<file path="src/rtl/alu_pkg.sv">
// Shared ALU opcode constants and the multiply sequencer state encoding,
// used by the ALU, the EX operand mux and alu_mult_sequencer.
package alu_pkg;

  localparam logic [2:0] ALU_AND = 3'b000;
  localparam logic [2:0] ALU_OR  = 3'b001;
  localparam logic [2:0] ALU_ADD = 3'b010;
  localparam logic [2:0] ALU_SUB = 3'b110;
  localparam logic [2:0] ALU_SLT = 3'b111;

  typedef enum logic [1:0] {
    IDLE = 2'd0,
    RUN  = 2'd1,
    DONE = 2'd2
  } seq_state_e;

endpackage

</file>
<file path="src/rtl/alu_mult_sequencer.sv">
// Multi-cycle unsigned multiply (MULTU) by shift-add through the shared EX ALU.
// Owns the ALU and stalls the pipeline while running; delivers HI/LO product.
module alu_mult_sequencer
  import alu_pkg::*;
#(
  parameter int unsigned WIDTH = 32,
  parameter int unsigned CNT_W = 6
) (
  input  logic             clk,
  input  logic             rst,
  input  logic             start,
  input  logic [WIDTH-1:0] op_a,
  input  logic [WIDTH-1:0] op_b,
  input  logic [WIDTH-1:0] alu_result,
  output logic             alu_sel,
  output logic [WIDTH-1:0] alu_a,
  output logic [WIDTH-1:0] alu_b,
  output logic [2:0]       alu_op,
  output logic             busy,
  output logic             stall,
  output logic             done,
  output logic [WIDTH-1:0] product_hi,
  output logic [WIDTH-1:0] product_lo
);

  seq_state_e       state_q, state_d;
  logic [CNT_W-1:0] cnt_q, cnt_d;
  logic [WIDTH-1:0] acc_q, acc_d;
  logic [WIDTH-1:0] mq_q, mq_d;
  logic [WIDTH-1:0] mcand_q, mcand_d;
  logic [WIDTH-1:0] hi_q, hi_d;
  logic [WIDTH-1:0] lo_q, lo_d;
  logic             carry;

  // ALU drive depends on registered state only, so the external
  // alu_a -> alu_result path never loops back through this process.
  always_comb begin
    alu_sel = 1'b0;
    busy    = 1'b0;
    stall   = 1'b0;
    done    = 1'b0;
    alu_a   = '0;
    alu_b   = '0;
    alu_op  = ALU_AND;
    unique case (state_q)
      IDLE: stall = start;
      RUN: begin
        alu_sel = 1'b1;
        busy    = 1'b1;
        stall   = 1'b1;
        alu_a   = acc_q;
        alu_b   = mq_q[0] ? mcand_q : '0;
        alu_op  = ALU_ADD;
      end
      DONE:    done = 1'b1;
      default: ;
    endcase
  end

  always_comb begin
    state_d = state_q;
    cnt_d   = cnt_q;
    acc_d   = acc_q;
    mq_d    = mq_q;
    mcand_d = mcand_q;
    hi_d    = hi_q;
    lo_d    = lo_q;
    carry   = 1'b0;
    unique case (state_q)
      IDLE: begin
        if (start) begin
          mcand_d = op_a;
          mq_d    = op_b;
          acc_d   = '0;
          cnt_d   = '0;
          state_d = RUN;
        end
      end
      RUN: begin
        // Carry out of the WIDTH-bit add recovered by unsigned wrap compare
        carry = (alu_result < acc_q);
        acc_d = {carry, alu_result[WIDTH-1:1]};
        mq_d  = {alu_result[0], mq_q[WIDTH-1:1]};
        cnt_d = cnt_q + CNT_W'(1);
        if (cnt_q == CNT_W'(WIDTH - 1)) begin
          hi_d    = acc_d;
          lo_d    = mq_d;
          state_d = DONE;
        end
      end
      DONE:    state_d = IDLE;
      default: state_d = IDLE;
    endcase
  end

  always_ff @(posedge clk) begin
    if (rst) begin
      state_q <= IDLE;
      cnt_q   <= '0;
      acc_q   <= '0;
      mq_q    <= '0;
      mcand_q <= '0;
      hi_q    <= '0;
      lo_q    <= '0;
    end else begin
      state_q <= state_d;
      cnt_q   <= cnt_d;
      acc_q   <= acc_d;
      mq_q    <= mq_d;
      mcand_q <= mcand_d;
      hi_q    <= hi_d;
      lo_q    <= lo_d;
    end
  end

  assign product_hi = hi_q;
  assign product_lo = lo_q;

endmodule

</file>
<file path="config.mk">
export PLATFORM = sky130hd
export DESIGN_NAME = alu_mult_sequencer
export DESIGN_NICKNAME = d
export VERILOG_FILES = /design/src/rtl/alu_pkg.sv /design/src/rtl/alu_mult_sequencer.sv
export SDC_FILE = /design/constraint.sdc
export NUM_CORES = 1
export LEC_CHECK = 0
export BUFFER_PORTS_ARGS = -buffer_cell sky130_fd_sc_hd__buf_4
export CAP_MARGIN = 25
export CORE_AREA = 5 5 121 123
export DETAILED_ROUTE_END_ITERATION = 10
export DIE_AREA = 0 0 126 128
export HOLD_SLACK_MARGIN = 0.1
export PLACE_DENSITY = 0.92
export SETUP_SLACK_MARGIN = 0.4
export SKIP_LAST_GASP = 1
export SLEW_MARGIN = 10
export SYNTH_ARGS = -nofsm -noshare
export SYNTH_HDL_FRONTEND = slang
export SYNTH_SLANG_ARGS = --single-unit
</file>
<file path="constraint.sdc">
create_clock -name clk -period 3.2 [get_ports clk]
set_input_delay 0.16 -clock clk [delete_from_list [all_inputs] [get_ports clk]]
set_output_delay 0.16 -clock clk [all_outputs]
set_load 0.1 [all_outputs]
</file>
# Yosys cells after proc, flatten, opt, wreduce, memory -nomap -nowiden
# Index checks and enable logic that the tools add are counted.
# Widths: inputs -> output; s select.
# word_totals
reg_bits	168
wordCells	36
in_bits	99
out_inout_bits	135
# op_classes
n_reduce_logical	6
n_lt_le_gt_ge	1
muxes	16
eq_ne	5
add_sub_neg	1
# op_table
operator	n
$mux 32	5
$pmux 32 s2	2
$lt 32x32->1	1
$pmux 6 s2	1
$reduce_and 2->1	4
$add 6x1->6 const B	1
$eq 6x5->1 const B	1
$mux 2	3
$mux 6	1
$ne 2x2->1 const B	2
$pmux 2 s2	1
$eq 2x1->1 const B	1
$eq 2x2->1 const B	1
$logic_not 2->1	1
$mux 1	2
$pmux 1 s2	1
$reduce_bool 2->1	1

# Longest topological paths before layout
# Gate-level depths: netlist of the first run.
# logic_depth
ltp_word	3
depth_mapped	8

# Worst setup path after synthesis of the first run
# OpenSTA, ideal clock, no wires.
# synth_path
path_type	reg-to-output
startpoint	register state_q[1]
endpoint	output alu_a[0]
path_slack_ns	0.799
required_time_ns	3.040
path_buffers	3
path_stages_with_launch	6
arrival_ns	2.241
path_cell_list	dfxtp_1 nand2b_4 buf_4 buf_2 buf_1 nor2_1
# synth_via
elab_chain_cells	2
# synth_rtl
item	line	rtl
from (decl)	alu_mult_sequencer.sv:26	seq_state_e state_q, state_d;
from (signal assigned)	alu_mult_sequencer.sv:106	state_q <= state_d;
$eq 2x1->1	alu_mult_sequencer.sv:45	unique case (state_q)
$mux 32	alu_mult_sequencer.sv:45	
to (decl)	alu_mult_sequencer.sv:16	output logic [WIDTH-1:0] alu_a,
# No other way between the ends.

# Worst setup path in the final report of the first run
# layout_path
startpoint	register state_q[1]
endpoint	output alu_a[7]
# The elaborated chain is that of the path after synthesis.

==> metrics, run 1 <==
status=finished clean; CTS tree=yes; WL final=23800 um; RSZ-0062 raised after global routing=false; Least-Margin Pin Slew=~1100 ps; Critical Path RT=roughly 3000 ps; area growth from synthesis to layout=44.7%; Crit. Startpoint=state_q[1]$_SDFFE_PP0P_; clk_lat worst skew=420 ps; synth unique cells=39; R2R cell count=6; fill count=842; row cnt=43; Synth Cell Area=roughly 7300 um2; Startpoint Class=register; GRT Total Usage=28.8%; syn_area_per_cell=7.53 um2; Slew headroom=between 20 and 30%; top post-synthesis cells by area=dfxtp_1, nand2_1, a21oi_1; most common cell after layout, fill and taps aside=buf_4; DRC Markers=0; worst r2r src=state_q[0]$_SDFFE_PP0P_; WL/cell=16.5 um; WHS=342 ps; CTS H-tree depth=4; Die Span Y=128 um; clk root buf=clkbuf_16; Clock Path Buffers=2; maxcap violations=0; GRT Residual Overflow=0; DR vias=7920; die area=between 15000 and 20000 um2; share of layout cells above drive strength 1=22.2%; Via density=5.50; register bit total from synthesis=~170; global-route wire length before repair=38200 um; setup slack, reg-to-reg=roughly 800 ps; vias in the first global route=~7800; Initial Util=53.6%; clk_skew=between 7 and 8 ps; PD cells=approximately 480 nW/um2; Max VDD drop=0.302 mV; final net count=roughly 1400; Crit Path Category=reg2out; CP Data Arrival Time=2270 ps; DRT iter0 DRCs=between 900 and 1000; Final Hold Viols=0; Slew Limit Fails=0; post-CTS setup buffer count=0; fmax=412 MHz; post-synthesis sequential area ratio=46.3%; HPWL Detailed=13500 um; first-pass iteration count of the detailed router=8; TNS Setup=0 ps; Synth top area share=46.3%; Synthesis Warnings=0; count of input and output buffers=231; I/O pins=234; Core ar.=about 14000 um2; clk sinks=approximately 170; Worst Hold Class=in2reg; Horiz. Die Dim=126 um; Worst Setup End Kind=output port; Leak=4.54 nW; Routed Antenna Nets=0; CP Capture Point=alu_a[7]; most frequent cells in the layout=buf_4, nand2_1, dfxtp_1; reg2reg end=mq_q[31]$_SDFFE_PP0P_; clock slew at reported path FFs=about 60 ps; post-synth top area cell=dfxtp_1; initial antenna violation count=1; Final Wtd Congestion=~0.8; Cells after Synth=a little under 1000; Tmin final=2430 ps; largest net degree at the start of global routing=102; fin crit share=75.9%; # setup viols final=0; crit path max fanout=roughly 100; Num CTS Buffers=17
cells by family after synthesis:
logic type               share of synthesized area, %
AND/OR/NAND/NOR                                  29.4
flip-flops                                       46.3
AO/OA/AOI/OAI                                    11.7
buffers and inverters                            6.86
adder cells (fa/ha/maj)                          5.51
multiplexers                                    0.155
other                                          0.0516
what timing repair did:
| action | in CTS | in global routing |
|---|---|---|
| hold endpoints to repair | 127 | 0 |
| gates resized for setup | 0 | 0 |
| hold buffers | 97 | 0 |
cell type report:
type	count	area, um2	share of cell area (%)
Antenna cell	1	2.50	0.0238
Clock buffer	19	453	4.31
Clock inverter	13	145	1.38
Inverter	33	124	1.18
Multi-Input combinational cell	690	3410	32.5
Sequential cell	168	3360	32.0
Tap cell	180	225	2.14
Timing Repair Buffer	337	2780	26.5
critical path, cell delays in order (launching register included):
cell and delay (ps):
dfxtp_1 350, nand2b_4 170, buf_4 770, nor2_1 170
buf_4 300
cells in the mapped netlist (all sizes together):
master	n
and2	1
nand3b	1
nor2b	1
a2111oi	2
conb	1
buf	40
nand3	40
nand2b	3
o21a	1
nand4	6
ha	32
nor4	32
o31ai	1
or4	1
inv	33
a211oi	2
a21oi	142
nor3	2
o21ai	6
mux2	1
a311oi	2
clkbuf	35
or3	1
nor2	141
dfxtp	168
a211o	1
o211ai	1
o32ai	1
and3	32
a21o	2
nand2	233
metrics by stage:
stage | setup slack (ps) | utilization [%] | cells | area [um2] | power, W
floorplan | 799 | - | 966 | 7270 | 0.00274
global placement | 1270 | 65.8 | 1310 | 8920 | 0.00294
detailed placement | 1230 | 65.9 | 1311 | 8930 | 0.00296
CTS | 842 | 77.5 | 1440 | 10500 | 0.00509
global route | 645 | 77.5 | 1441 | 10500 | 0.00529
finish | 770 | 77.5 | 1441 | 10500 | 0.00509
registers in the layout (all words and copies together), names as in the netlist:
| register | count |
|---|---|
| acc_q | 32 |
| cnt_q | 6 |
| mcand_q | 32 |
| mq_q | 32 |
| product_hi | 32 |
| product_lo | 32 |
| state_q | 2 |
per-layer routing:
metal  vias up  GRT usage (%)  part of all wire, %
met3        88           8.29                  8.2
met2       401           50.2                   51
met4         0           13.1                  3.6
met5         -              0                    0
met1      3682           32.9                   38
li1       3749              -                    -
where the power goes:
group	switching, W	leakage [nW]	internal [W]
Combinational	0.000484	2.90	0.000307
Sequential	0.0000663	1.37	0.00218
Clock	0.000860	0.274	0.00120
Total	0.00141	4.54	0.00368
worst min-delay path by stage:
stage	startpoint	endpoint	slack (ps)	cells after the start
2_1_floorplan	op_a[0]	mcand_q[0]$_SDFFE_PP0P_	300	2
3_3_place_gp	op_a[17]	mcand_q[17]$_SDFFE_PP0P_	410	3
3_5_place_dp	op_a[10]	mcand_q[10]$_SDFFE_PP0P_	420	3
4_1_cts	rst	product_lo[5]$_SDFFE_PP0P_	310	2
5_1_grt	rst	mcand_q[19]$_SDFFE_PP0P_	350	2
6_report	rst	product_lo[16]$_SDFFE_PP0P_	340	2
(Power assumes the default switching activity.)
==> run 2: changes to the inputs <==
CORE_AREA = 5 5 132 134   (was 5 5 121 123)
DIE_AREA = 0 0 137 139   (was 0 0 126 128)
PLACE_DENSITY = 0.82   (was 0.92)
clock period = 2.1 ns   (was 3.2 ns; I/O delays follow)
==> run 2 against run 1 <==
  * Clock power grew 71%
  * Worst hold slack lost 190 ps
  * Sequential power rose by 52%
  * Critical path depth increased by 4
  * Sequential share of layout area decreased by 5.5 points
  * Cell count up 5.7%
  * Total power is 69% higher
  * Die area increased by 18%
  * Design area up 22%
  * Clock skew grew 7.3 ps
  * Largest cell class unchanged
  * Global-route usage decreased by 2.0 points
  * Highest routed layer unchanged
==> metrics, run 2 (synthesized netlist as in run 1, its figures left out) <==
status=finished clean; reg2reg end=acc_q[31]$_SDFFE_PP0P_; PD cells=676 nW/um2; RSZ-0062 raised after global routing=true; worst path cell trace=inv_2 -> ha_4 -> nand4_1 -> buf_4 -> nor2_2 -> o21ai_4 -> a21oi_4 -> o32ai_2; most frequent cells in the layout=nand2_1, buf_4, dfxtp_1; Clock Path Buffers=2; multi-input logic area=4210 um2; die area=~19000 um2; Max VDD drop=about 0.56 mV; Num CTS Buffers=17; DRT iter0 DRCs=824; crit path max fanout=3; WHS=155 ps; DP Worst Slack=68.1 ps; fin crit share=between 90% and 100%; clk_lat worst skew=430 ps; TNS Setup=0 ps; Worst Setup End Kind=register; fmax=526 MHz; Startpoint Class=register; Sequential Power Share=39.7%; CTS H-tree depth=4; WL/cell=20.7 um; clk root buf=clkbuf_16; fill count=956; switching part of the total power=between 20 and 30%; fin worst setup slack=199 ps; WL final=31500 um; CP peak stage delay=380 ps; DRC Markers=0; area growth from synthesis to layout=75.8%; fin util=around four fifths; initial antenna violation count=1; delay-heaviest family, CP=compound AO/OA/AOI/OAI gates; CP bufs+invs=2; GRT Total Usage=26.9%; Die Span Y=139 um; R2R cell count=8; Worst Hold Class=in2reg; Horiz. Die Dim=137 um; I/O pins=approximately 230; worst r2r src=acc_q[15]$_SDFFE_PP0P_; Via density=between 5 and 6; Least-Margin Pin Slew=around 560 ps; CTS tree=yes; # setup viols final=0; row cnt=47; Slew headroom=62.6%; Slew Limit Fails=0; Comb power frac=19.5%; DR vias=between 8000 and 9000; Hold Path Cell Cnt=4; Final Hold Viols=0; GRT Residual Overflow=0; Crit Path Category=reg2reg; maxcap violations=0; Critical Path RT=around 2400 ps; clock power share=40.8%; largest net degree at the start of global routing=99; slowest CP cell=dfxtp_1; clk_skew=14.8 ps; Reg area=between 3000 and 4000 um2; net switching power=0.00245 W; CP Data Arrival Time=2200 ps; count of input and output buffers=231; vias in the first global route=about 8000; HPWL Detailed=14300 um; Final Wtd Congestion=roughly 0.81; Initial Util=approximately 45%; setup slack, reg-to-reg=a little under 200 ps; hold path startpoint=start; global-route wire length before repair=41500 um; clock slew at reported path FFs=70 ps; first-pass iteration count of the detailed router=8; cell-internal power=0.00618 W; Core ar.=16200 um2; Routed Antenna Nets=0; Hold Crit Endpoint=cnt_q[3]$_SDFFE_PP0P_; most common cell after layout, fill and taps aside=nand2_1; Leak=5.06 nW; Tmin final=1900 ps; clk sinks=168; power after layout=0.00863 W; share of layout cells above drive strength 1=34.4%; final net count=~1400
-- run 2: worst max path at each step --
stage / startpoint / to / slack (ps) / cells after the start
floorplan: state_q[0]$_SDFFE_PP0P_ / alu_a[0] / 400 / 5
global placement: acc_q[2]$_SDFFE_PP0P_ / acc_q[31]$_SDFFE_PP0P_ / 230 / 8
detailed placement: acc_q[9]$_SDFFE_PP0P_ / acc_q[31]$_SDFFE_PP0P_ / 70 / 8
CTS: cnt_q[0]$_SDFFE_PP0P_ / product_hi[31]$_SDFFE_PP0P_ / 250 / 5
global route: acc_q[15]$_SDFFE_PP0P_ / acc_q[31]$_SDFFE_PP0P_ / 140 / 8
finish: acc_q[15]$_SDFFE_PP0P_ / acc_q[31]$_SDFFE_PP0P_ / 200 / 8
-- run 2: area by class of cell --
cell class	count	area share, %
multi-input cells	697	33.0
repair buffers	367	31.5
flip-flops and latches	168	26.5
clock buffers	18	3.36
well taps	220	2.16
clock inverters	14	1.73
inverters	33	1.13
repair inverters	5	0.608
diodes	1	0.0196
-- run 2: what timing repair did --
item / 4_1_cts / 5_1_grt
resized for setup: 114 / 199
hold buffers: 96 / 0
setup endpoints to repair: 134 / 134
pin swaps: 7 / 33
hold endpoints to repair: 127 / 0
buffers inserted: 4 / 14
gates cloned: 3 / 15
-- run 2: metal layers --
layer	vias up	wire length, um	global-route usage, %
met4	0	2160	15.0
met2	557	15600	45.7
met3	183	2620	7.76
met1	3998	11100	29.7
met5	-	0	0
li1	3861	-	-
-- run 2: power groups by stage --
stage / registers, W / clock network [W] / logic [W]
after floorplan: 0.00346 / 0 / 0.000769
after global placement: 0.00347 / 0 / 0.00111
after detailed placement: 0.00347 / 0 / 0.00113
after CTS: 0.00340 / 0.00352 / 0.00140
after global routing: 0.00344 / 0.00369 / 0.00178
final: 0.00342 / 0.00352 / 0.00168
-- run 2: per-stage QoR --
step	cells	area, um2
6_report	1523	12800
5_1_grt	1523	12800
4_1_cts	1493	11600
3_5_place_dp	1358	9380
3_3_place_gp	1358	9380
2_1_floorplan	966	7550
-- run 2: worst reg2reg max path: stages (launching register included) --
cell     delay [ps]
dfxtp_1         380
inv_2            90
ha_4            300
nand4_1         180
buf_4           200
nor2_2          200
o21ai_4         100
a21oi_4         200
o32ai_2         120
